**src/rtl/trace_capture_unit.sv**
```systemverilog
// Retire-trace capture: buffers {pc, instr, wdata} records in a FIFO and replays
// each one as three 32-bit words (pc, instr, wdata) over a valid/ready stream.
module trace_capture_unit #(
    parameter int DEPTH  = 16,
    parameter int DROP_W = 16
) (
    input  logic                         clk,
    input  logic                         rst,
    input  logic                         enable,
    input  logic                         trace_valid,
    input  logic [31:0]                  trace_pc,
    input  logic [31:0]                  trace_instr,
    input  logic [31:0]                  trace_wdata,
    output logic                         out_valid,
    input  logic                         out_ready,
    output logic [31:0]                  out_data,
    output logic                         out_last,
    output logic [$clog2(DEPTH+1)-1:0]   fill_level,
    output logic [DROP_W-1:0]            drop_count,
    output logic                         overflow,
    input  logic                         clear_drop
);

    localparam int PTR_W = $clog2(DEPTH);
    localparam int CNT_W = $clog2(DEPTH + 1);
    localparam logic [CNT_W-1:0]  FULL_LEVEL = CNT_W'(DEPTH);
    localparam logic [DROP_W-1:0] DROP_ONE   = DROP_W'(1);

    typedef enum logic [1:0] {
        IDLE,
        W0,
        W1,
        W2
    } state_t;

    state_t             state;
    state_t             state_next;
    logic [95:0]        mem [DEPTH];
    logic [PTR_W-1:0]   wr_ptr;
    logic [PTR_W-1:0]   rd_ptr;
    logic [95:0]        hold;
    logic               full;
    logic               not_empty;
    logic               push;
    logic               drop;
    logic               pop;

    // Fullness is judged on the pre-pop level, so a full FIFO drops even while popping.
    assign full      = (fill_level == FULL_LEVEL);
    assign not_empty = (fill_level != '0);
    assign push      = enable && trace_valid && !full;
    assign drop      = enable && trace_valid && full;

    always_comb begin
        // NOTE: every output of this block gets a default first, so no path leaves a latch.
        state_next = state;
        pop        = 1'b0;
        out_valid  = 1'b0;
        out_last   = 1'b0;
        out_data   = '0;
        case (state)
            IDLE: begin
                if (not_empty) begin
                    pop        = 1'b1;
                    state_next = W0;
                end
            end
            W0: begin
                out_valid = 1'b1;
                out_data  = hold[95:64];
                if (out_ready) state_next = W1;
            end
            W1: begin
                out_valid = 1'b1;
                out_data  = hold[63:32];
                if (out_ready) state_next = W2;
            end
            W2: begin
                out_valid = 1'b1;
                out_last  = 1'b1;
                out_data  = hold[31:0];
                if (out_ready) begin
                    if (not_empty) begin
                        pop        = 1'b1;
                        state_next = W0;
                    end else begin
                        state_next = IDLE;
                    end
                end
            end
            default: state_next = IDLE;
        endcase
    end

    // NOTE: sequential state uses non-blocking assignments so all flops update together.
    always_ff @(posedge clk or posedge rst) begin
        if (rst) state <= IDLE;
        else     state <= state_next;
    end

    // NOTE: the storage array is deliberately not reset; the pointers and level define validity.
    always_ff @(posedge clk) begin
        if (push) mem[wr_ptr] <= {trace_pc, trace_instr, trace_wdata};
    end

    always_ff @(posedge clk or posedge rst) begin
        if (rst) begin
            wr_ptr     <= '0;
            rd_ptr     <= '0;
            fill_level <= '0;
            hold       <= '0;
        end else begin
            if (push) wr_ptr <= wr_ptr + 1'b1;
            if (pop) begin
                rd_ptr <= rd_ptr + 1'b1;
                hold   <= mem[rd_ptr];
            end
            case ({push, pop})
                2'b10:   fill_level <= fill_level + 1'b1;
                2'b01:   fill_level <= fill_level - 1'b1;
                default: fill_level <= fill_level;
            endcase
        end
    end

    // A clear coinciding with a drop keeps that drop visible.
    always_ff @(posedge clk or posedge rst) begin
        if (rst) begin
            drop_count <= '0;
            overflow   <= 1'b0;
        end else if (clear_drop) begin
            drop_count <= drop ? DROP_ONE : '0;
            overflow   <= drop;
        end else if (drop) begin
            overflow <= 1'b1;
            if (drop_count != '1) drop_count <= drop_count + 1'b1;
        end
    end

endmodule

```
**config.mk**
```make
export PLATFORM = sky130hd
export DESIGN_NAME = trace_capture_unit
export DESIGN_NICKNAME = d
export VERILOG_FILES = /design/src/rtl/trace_capture_unit.sv
export SDC_FILE = /design/constraint.sdc
export NUM_CORES = 1
export LEC_CHECK = 0
export CORE_MARGIN = 3
export CORE_UTILIZATION = 34
export CTS_CLUSTER_DIAMETER = 80
export DETAILED_ROUTE_END_ITERATION = 16
export HOLD_SLACK_MARGIN = 0.1
export PLACE_DENSITY_LB_ADDON = 0.12
export SLEW_MARGIN = 15
export SYNTH_ARGS = -nofsm -noshare
export SYNTH_HDL_FRONTEND = slang
export SYNTH_SLANG_ARGS = --single-unit
```
**constraint.sdc**
```tcl
create_clock -name clk -period 3.9 [get_ports clk]
set_input_delay 0.78 -clock clk [delete_from_list [all_inputs] [get_ports clk]]
set_output_delay 0.78 -clock clk [all_outputs]
set_load 0.01 [all_outputs]
```
==> impl_metrics.json, run 1 <==
{
  "synth-async-reset-ratio_pct": 7.69,
  "synth_edf_count": 1536,
  "outcome": "finished, final reports clean",
  "drt_iter0_drc": 2812,
  "coreArea_um2": 184000,
  "hp-class": "primary input to async pin",
  "clock_sinks": 1664,
  "reg2reg_depth": 11,
  "worst-setup-path-type": "flop to output port",
  "end_kind": "output port",
  "track_usage_pct": 18.3,
  "portBuffers": 157,
  "synth_top_area_cell": "edfxtp_1",
  "clk_pin_slew_ns": 0.06,
  "relSlewSlack_pct": 30.5,
  "yosysSeqAreaShare_pct": 77.9,
  "yosys_register_bits": 1664,
  "final_area_um2": 75100,
  "die-area_um2": 191000,
  "cts_made_buffers": 179,
  "pwr_density_cell_nw_per_um2": 691,
  "fin_crit_ns": 3.80,
  "startpoint_type": "flop",
  "synth_top_area_share_pct": 72.9,
  "rsz0062_at_grt": "no",
  "cap_violations": 0,
  "total_power_uw": 51900,
  "grt_max_degree": 83,
  "cts_tree": "built",
  "layout-drive-gt1-share_pct": 24.7,
  "grt-ovfl-total": 0,
  "required_ns": 3.12,
  "placed_cell_area_um2": 69000,
  "cts_root_buffer": "clkbuf_16",
  "fin_skew_ns": 0.0325,
  "ant_nets": 0,
  "crit-reg2reg-launch": "fill_level[1]",
  "r2r_slack_ns": 0.69,
  "clock_path_buffers": 3,
  "place.gp.congestion": 0.736,
  "syn_to_final_growth_pct": 18.6,
  "synth_flop_cell": "edfxtp_1",
  "slew_violations": 0,
  "die_h_um": 438,
  "grt_pass1_vias": 32256,
  "syn_nets": 2959,
  "hpwlAfterDp_um": 96800,
  "power.leakage_uw": 0.0242,
  "drc": 0,
  "mostFrequentLayoutCell": "edfxtp_1",
  "vdd_drop_max_mv": 0.471,
  "cp_max_fo": 17,
  "drt-total-wl_um": 175000,
  "synth.area.top_cells": "edfxtp_1 (73%), mux4_2 (14%), dfrtp_1 (5.1%)",
  "vias": 30407,
  "avgSynthCellArea_um2": 22.3,
  "fmax_ghz": 0.263,
  "wl_per_cell_um": 30.4,
  "start_util_pct": 34.4,
  "hold_ws_ns": 0.454,
  "crit_arrival_ns": 3.02,
  "worst_pin_slew_ns": 1.04,
  "ys.warnings.count": 0,
  "setup_viol": 0,
  "cts_hold_buf": 0,
  "r2r-end": "fill_level[4]",
  "num_rows": 157,
  "syn_inst": 2841,
  "ios": 158,
  "synth.distinct_cells": 40,
  "h-tree-depth": 4,
  "layout_common_cells": "edfxtp_1 (1536), mux4_2 (384), mux2i_1 (198), clkbuf_16 (180), clkdlybuf4s50_1 (134)",
  "finalHoldViolations": 0,
  "antenna_found_initial": 36,
  "clock_latency_ns": 0.81,
  "layout_worst_path_cycle_share_pct": 97.5,
  "first_pass_iters": 8,
  "die_x_um": 438,
  "nets": 3253,
  "syn_area_um2": 63300,
  "grt_pass1_wl_um": 248000,
  "viasPerCell": 5.28
}
kinds of logic after synthesis:
logic type,share of synthesized area [%]
multiplexers,16.8
adder cells (fa/ha/maj),0.328
XOR/XNOR,0.180
AND/OR/NAND/NOR,1.62
buffers and inverters,1.07
flip-flops,77.9
AO/OA/AOI/OAI,2.10
registers in the layout (all words and copies together), names as in the netlist:
name / cells
mem: 1536
rd_ptr: 4
overflow: 1
fill_level: 5
state: 2
wr_ptr: 4
drop_count: 16
hold: 96
cell usage after synthesis (2+ instances only):
library cell and number:
and2_1 16, nand4_1 6, edfxtp_1 1536, buf_6 2, xor2_1 5, ha_1 15
xnor2_1 8, a31oi_1 2, o21ai_0 9, mux2i_1 198, dfrtp_1 128, nand3_1 14
a21oi_1 12, clkbuf_1 97, nor2_1 46, nand2_1 123, buf_1 60, a21o_1 2
inv_1 13, mux4_2 384, buf_2 2, and3_1 6, a222oi_1 32, nor4_1 2
o221ai_1 96, nor3_1 10, or4_4 2, nand2b_1 3
area by class of cell:
cell class	count	area, um2
Fill cell	16058	109000
Clock buffer	246	4980
Inverter	14	56.3
Tap cell	2464	3080
Sequential cell	1664	49300
Antenna cell	5	12.5
Clock inverter	87	885
Multi-Input combinational cell	1002	13400
Timing Repair Buffer	274	3350
report_power, final:
part,switching [uW],internal (uW),total (uW)
combinational,7080,5870,13000
clock,7010,9730,16700
sequential,1290,20900,22200
worst max-delay path, stage by stage (launching register included):
cell	delay [ns]
dfrtp_1	0.42
buf_4	0.15
ha_2	0.23
bufbuf_16	0.34
a222oi_1	0.40
nor2_1	0.12
clkdlybuf4s50_1	0.52
stage by stage:
step | util [%] | std cells | setup TNS [ns] | worst slack (ns)
floorplan | - | 2841 | 0 | 0.674
global placement | 37.5 | 5408 | -0.0202 | -0.0202
detailed placement | 37.5 | 5410 | 0 | 0.200
CTS | 40.8 | 5751 | -0.00392 | -0.00392
global route | 40.8 | 5752 | 0 | 0.00392
finish | 40.8 | 5756 | 0 | 0.0964
per-layer routing:
metal	up-vias	global-route usage, %	wire [um]
met1	16704	24.6	74600
met3	248	3.15	8230
li1	12615	-	-
met2	830	30.9	88200
met5	-	0	62
met4	10	4.69	3970
worst max-delay path by stage:
stage	end	from	depth (start not counted)
2_1_floorplan	mem[0][0]	enable	5
3_3_place_gp	out_data[1]	state[1]	6
3_5_place_dp	fill_level[4]	out_ready	13
4_1_cts	out_data[0]	state[1]	7
5_1_grt	out_data[12]	state[1]	6
6_report	out_data[24]	state[1]	6
timing repair:
action,in CTS,in global routing
cloned,2,0
endpoints found under the setup margin,32,10
buffers inserted,6,0
pin swaps,15,9
gates resized for setup,35,9
(Power assumes the default switching activity.)
==> run 2, diff against run 1 <==
Settings changed: CELL_PAD_IN_SITES_DETAIL_PLACEMENT set to 1, CELL_PAD_IN_SITES_GLOBAL_PLACEMENT set to 1.
==> run 2 against run 1 <==
  * Count of clock-buffer cells in the layout grew 27
  * Total power decreased by 0.58%
  * Maximum frequency rose by 1.4%
  * Worst setup slack better by 0.053 ns
  * Register-to-register slack got worse by 0.18 ns
  * Critical path depth unchanged
==> impl_metrics.json, run 2 (synthesis results as in run 1) <==
{
  "mostFrequentLayoutCell": "edfxtp_1",
  "first_pass_iters": 8,
  "end_kind": "output port",
  "crit_arrival_ns": 2.97,
  "relSlewSlack_pct": 34.1,
  "grt_max_degree": 73,
  "clock_sinks": 1664,
  "vdd_drop_max_mv": 0.386,
  "largest_reg_flops": 1536,
  "layout_common_cells": "edfxtp_1 (1536), mux4_2 (384), mux2i_1 (198), clkbuf_16 (183), clkdlybuf4s50_1 (145)",
  "cp_max_fo": 6,
  "ios": 158,
  "r2r_slack_ns": 0.51,
  "die_x_um": 438,
  "worst-setup-path-type": "flop to output port",
  "cp_common_cell": "buf_4",
  "start_util_pct": 34.4,
  "vias": 30428,
  "critical-path-max-stage-delay_ns": 0.58,
  "crit-reg2reg-launch": "fill_level[1]",
  "layout_worst_path_cycle_share_pct": 96.2,
  "die_h_um": 438,
  "hpwlAfterDp_um": 103000,
  "drc": 0,
  "h-tree-depth": 4,
  "syn_to_final_growth_pct": 18.4,
  "drt_iter0_drc": 2821,
  "wl_per_cell_um": 31.0,
  "total_power_uw": 51600,
  "setup_viol": 0,
  "outcome": "finished, final reports clean",
  "cpMaxStageDelayCell": "a222oi_1",
  "fin_crit_ns": 3.75,
  "place.gp.congestion": 0.739,
  "finalHoldViolations": 0,
  "top_register": "mem",
  "coreArea_um2": 184000,
  "die-area_um2": 191000,
  "grt_pass1_vias": 33244,
  "track_usage_pct": 18.8,
  "slew_violations": 0,
  "r2r-end": "hold[14]",
  "top_regs": "mem x1536, hold x96, drop_count x16",
  "fin_skew_ns": 0.0302,
  "grt-ovfl-total": 0,
  "cts_tree": "built",
  "fillers": 17158,
  "portBuffers": 157,
  "cap_violations": 0,
  "fmax_ghz": 0.267,
  "rsz0062_at_grt": "no",
  "ant_nets": 0,
  "startpoint_type": "flop",
  "grt_pass1_wl_um": 255000,
  "antenna_found_initial": 28,
  "layout-drive-gt1-share_pct": 23.8,
  "num_rows": 157,
  "hold_ws_ns": 0.422,
  "cts_made_buffers": 181,
  "clock_path_buffers": 3,
  "hp-class": "primary input to async pin",
  "path_cells": "buf_4, ha_4, buf_4, a222oi_1, nor2_1, clkdlybuf4s50_1",
  "drt-total-wl_um": 179000,
  "reg2reg_depth": 7,
  "power.leakage_uw": 0.0239,
  "worst_pin_slew_ns": 0.988,
  "pwr_density_cell_nw_per_um2": 688,
  "clock_latency_ns": 0.82,
  "nets": 3266,
  "viasPerCell": 5.27,
  "cts_root_buffer": "clkbuf_16",
  "required_ns": 3.12,
  "clk_pin_slew_ns": 0.06
}
run 2: cell count changes in the layout (fill, tap and decap cells not counted), moves of 3 or more:
cell             change
diode_2              +3
bufinv_16            -4
dlymetal6s2s_1       -9
clkdlybuf4s50_1     +11
clkbuf_1            +34
buf_4               +10
buf_6                +3
clkinv_1            +11
clkinv_2            -22
clkbuf_16            +3
clkbuf_8            -10
run 2: final cells by class:
cell class | instances | area, um2 | share of cell area [%]
antenna | 8 | 20.0 | 0.0267
clock buffer | 273 | 5050 | 6.73
clock inverter | 68 | 643 | 0.858
inverter | 14 | 56.3 | 0.0751
multi-input combinational | 1002 | 13400 | 17.9
sequential | 1664 | 49300 | 65.8
tap | 2464 | 3080 | 4.11
timing repair buffer | 285 | 3380 | 4.50
run 2: where the power goes:
group | switching [uW] | internal (uW) | total, uW | leakage [uW]
Sequential | 1300 | 20900 | 22200 | 0.0154
Clock | 6990 | 9440 | 16400 | 0.00275
Combinational | 7130 | 5830 | 13000 | 0.00568
run 2: worst max-delay path by stage:
stage,from,end,cells past startpoint
2_1_floorplan,enable,mem[0][0],5
3_3_place_gp,out_ready,fill_level[4],13
3_5_place_dp,out_ready,fill_level[4],13
4_1_cts,state[0],out_data[26],5
5_1_grt,state[1],out_data[8],6
6_report,state[1],out_data[8],6
run 2: layer usage:
layer	global-route usage, %	share of wire, %	wire length, um
met1	24.9	43	76800
met2	32.1	51	90600
met3	3.11	4.3	7660
met4	4.92	2.3	4080
met5	0	0.058	104
run 2: stage by stage:
| step | setup WS, ns | util (%) | setup TNS [ns] | cell area (um2) | instances |
|---|---|---|---|---|---|
| floorplan | 0.674 | - | 0 | 63300 | 2841 |
| global placement | 0.0939 | 37.6 | 0 | 69200 | 5423 |
| detailed placement | 0.192 | 37.6 | 0 | 69200 | 5423 |
| CTS | -0.0321 | 40.7 | -0.0503 | 74900 | 5770 |
| global route | 0.00242 | 40.7 | 0 | 75000 | 5772 |
| finish | 0.149 | 40.7 | 0 | 75000 | 5778 |
run 2: what timing repair did:
item / in CTS / in global routing
gates resized for setup: 27 / 2
pin swaps: 13 / 1
hold buffers: 0 / 0
buffers inserted: 6 / 0
endpoints found under the setup margin: 32 / 4
gates cloned: 0 / 0
run 2: critical path, delay by kind of cell, from the launching register on:
kind | cells | cell delay (ns)
AO/OA/AOI/OAI | 1 | 0.58
adder cells (fa/ha/maj) | 1 | 0.23
buffers and inverters | 3 | 0.83
flip-flops | 1 | 0.41
AND/OR/NAND/NOR | 1 | 0.10
==> variant: new RTL, config.mk and constraints of run 1 <==
Change the parameter `DEPTH` from 16 to 8.
--- a/src/rtl/trace_capture_unit.sv
+++ b/src/rtl/trace_capture_unit.sv
@@ -2,5 +2,5 @@
 // each one as three 32-bit words (pc, instr, wdata) over a valid/ready stream.
 module trace_capture_unit #(
-    parameter int DEPTH  = 16,
+    parameter int DEPTH  = 8,
     parameter int DROP_W = 16
 ) (
Ports: changed (resized fill_level); port bits go from 158 to 157. No check against the original RTL was run, so the function may have changed too.
==> variant against run 1 <==
Combinational power is 30% lower. Register-to-register slack better by 0.59 ns. Clock power is 45% lower. Non-clock buffer count is 69 lower. Sequential power is 44% lower. Count of clock-buffer cells in the layout is 119 lower. Clock skew is 0.0072 ns lower. Final area is 45% lower. Routed wire length is 52% lower. Die area is 46% lower. Sequential cell count is 771 lower. Worst setup slack better by 0.23 ns. Total power is 40% lower. Area after synthesis is 46% lower.
==> variant: results (changes against run 1) <==
[status]
run_status = completed

[finish]
fillers = 8732  ; -46%
final_cells = 3264  ; -43%
drive_gt1_frac = 0.208  ; -0.0394
layout.nets = 2003  ; -38%

[global_routing]
first_global_vias = 17660  ; -45%
grtUsageMet2 = 0.266  ; -0.0430
track_usage = 0.163  ; -0.0204

[pwr]
comb_power_w = 0.00913  ; -30%
leakage_nw = 13.5  ; -44%
pwr-share-seq = 0.405  ; -0.023
p_total_w = 0.0309  ; -40%

[place]
dp_slack_ns = 0.654  ; +0.453 ns
place_congestion = 0.737  ; +0.14%
dpl-instance-area_mm2 = 0.0378  ; -45%

[critical_path]
crit_fanout = 33  ; +16
crit_arrival_ns = 2.80  ; -0.22 ns

[detailed_routing]
vias = 16785  ; -45%
wl_met1_um = 37000  ; -50%
drt_iter0_markers = 1377  ; -51%
wl_met3_um = 4220  ; -49%

[synthesis]
synth_edf_count = 768  ; -50%
synth_cell_types = 43  ; +7.5%
synth_cells = 1682  ; -41%
ys_seq_area_frac = 0.767  ; -0.0118
syn_nets = 1796  ; -39%

[cts]
cts_buffers = 97  ; -46%
cts_resized = 0  ; -100%
clock_latency_ns = 0.65  ; -0.16 ns

[sta]
slew-limit-headroom = 0.292  ; -0.0130
skew_ns = 0.0253  ; -0.00724 ns

## variant: cell types whose count changed in the layout (fill, tap and decap cells not counted), sizes merged, moves of 28 or more
| cell | before | now |
|---|---|---|
| edfxtp | 1536 | 768 |
| mux4 | 384 | 192 |
| clkbuf | 246 | 127 |
| nand2 | 123 | 14 |
| mux2i | 198 | 98 |
| a21oi | 12 | 109 |
| o221ai | 96 | 0 |
| nor2 | 46 | 141 |
| buf | 117 | 49 |
| clkinv | 65 | 37 |
## variant: final cells by class
cell class	count	area, um^2	area share
Antenna cell	5	12.5	0.000305
Clock buffer	127	2700	0.0657
Clock inverter	55	552	0.0135
Inverter	11	46.3	0.00113
Multi-Input combinational cell	681	7600	0.185
Sequential cell	893	26200	0.639
Tap cell	1287	1610	0.0393
Timing Repair Buffer	205	2290	0.0559
## variant: kinds of logic after synthesis
family,synth area share
AO/OA/AOI/OAI,0.0299
adder cells (fa/ha/maj),0.00462
flip-flops,0.767
multiplexers,0.157
buffers and inverters,0.0127
XOR/XNOR,0.00154
AND/OR/NAND/NOR,0.0271
## variant: path summary, 6_finish.rpt
path	start	to	slack [ns]	cells past startpoint
max	state[1]	out_data[27]	0.32	6
min	overflow	overflow	0.52	1
max reg2reg	fill_level[0]	fill_level[3]	1.28	8
min reg2reg	overflow	overflow	0.52	1
max in group asynchronous	rst	hold[7]	2.48	3
min in group asynchronous	rst	hold[20]	0.59	2
## variant: worst register-to-register path, cell delays in order, from the launching register on
cell     delay (ns)
dfrtp_1        0.46
nor4_1         0.61
nor3_2         0.17
ha_1           0.27
ha_1           0.29
a21o_1         0.18
a21oi_1        0.18
mux2i_1        0.24
xnor2_1        0.13
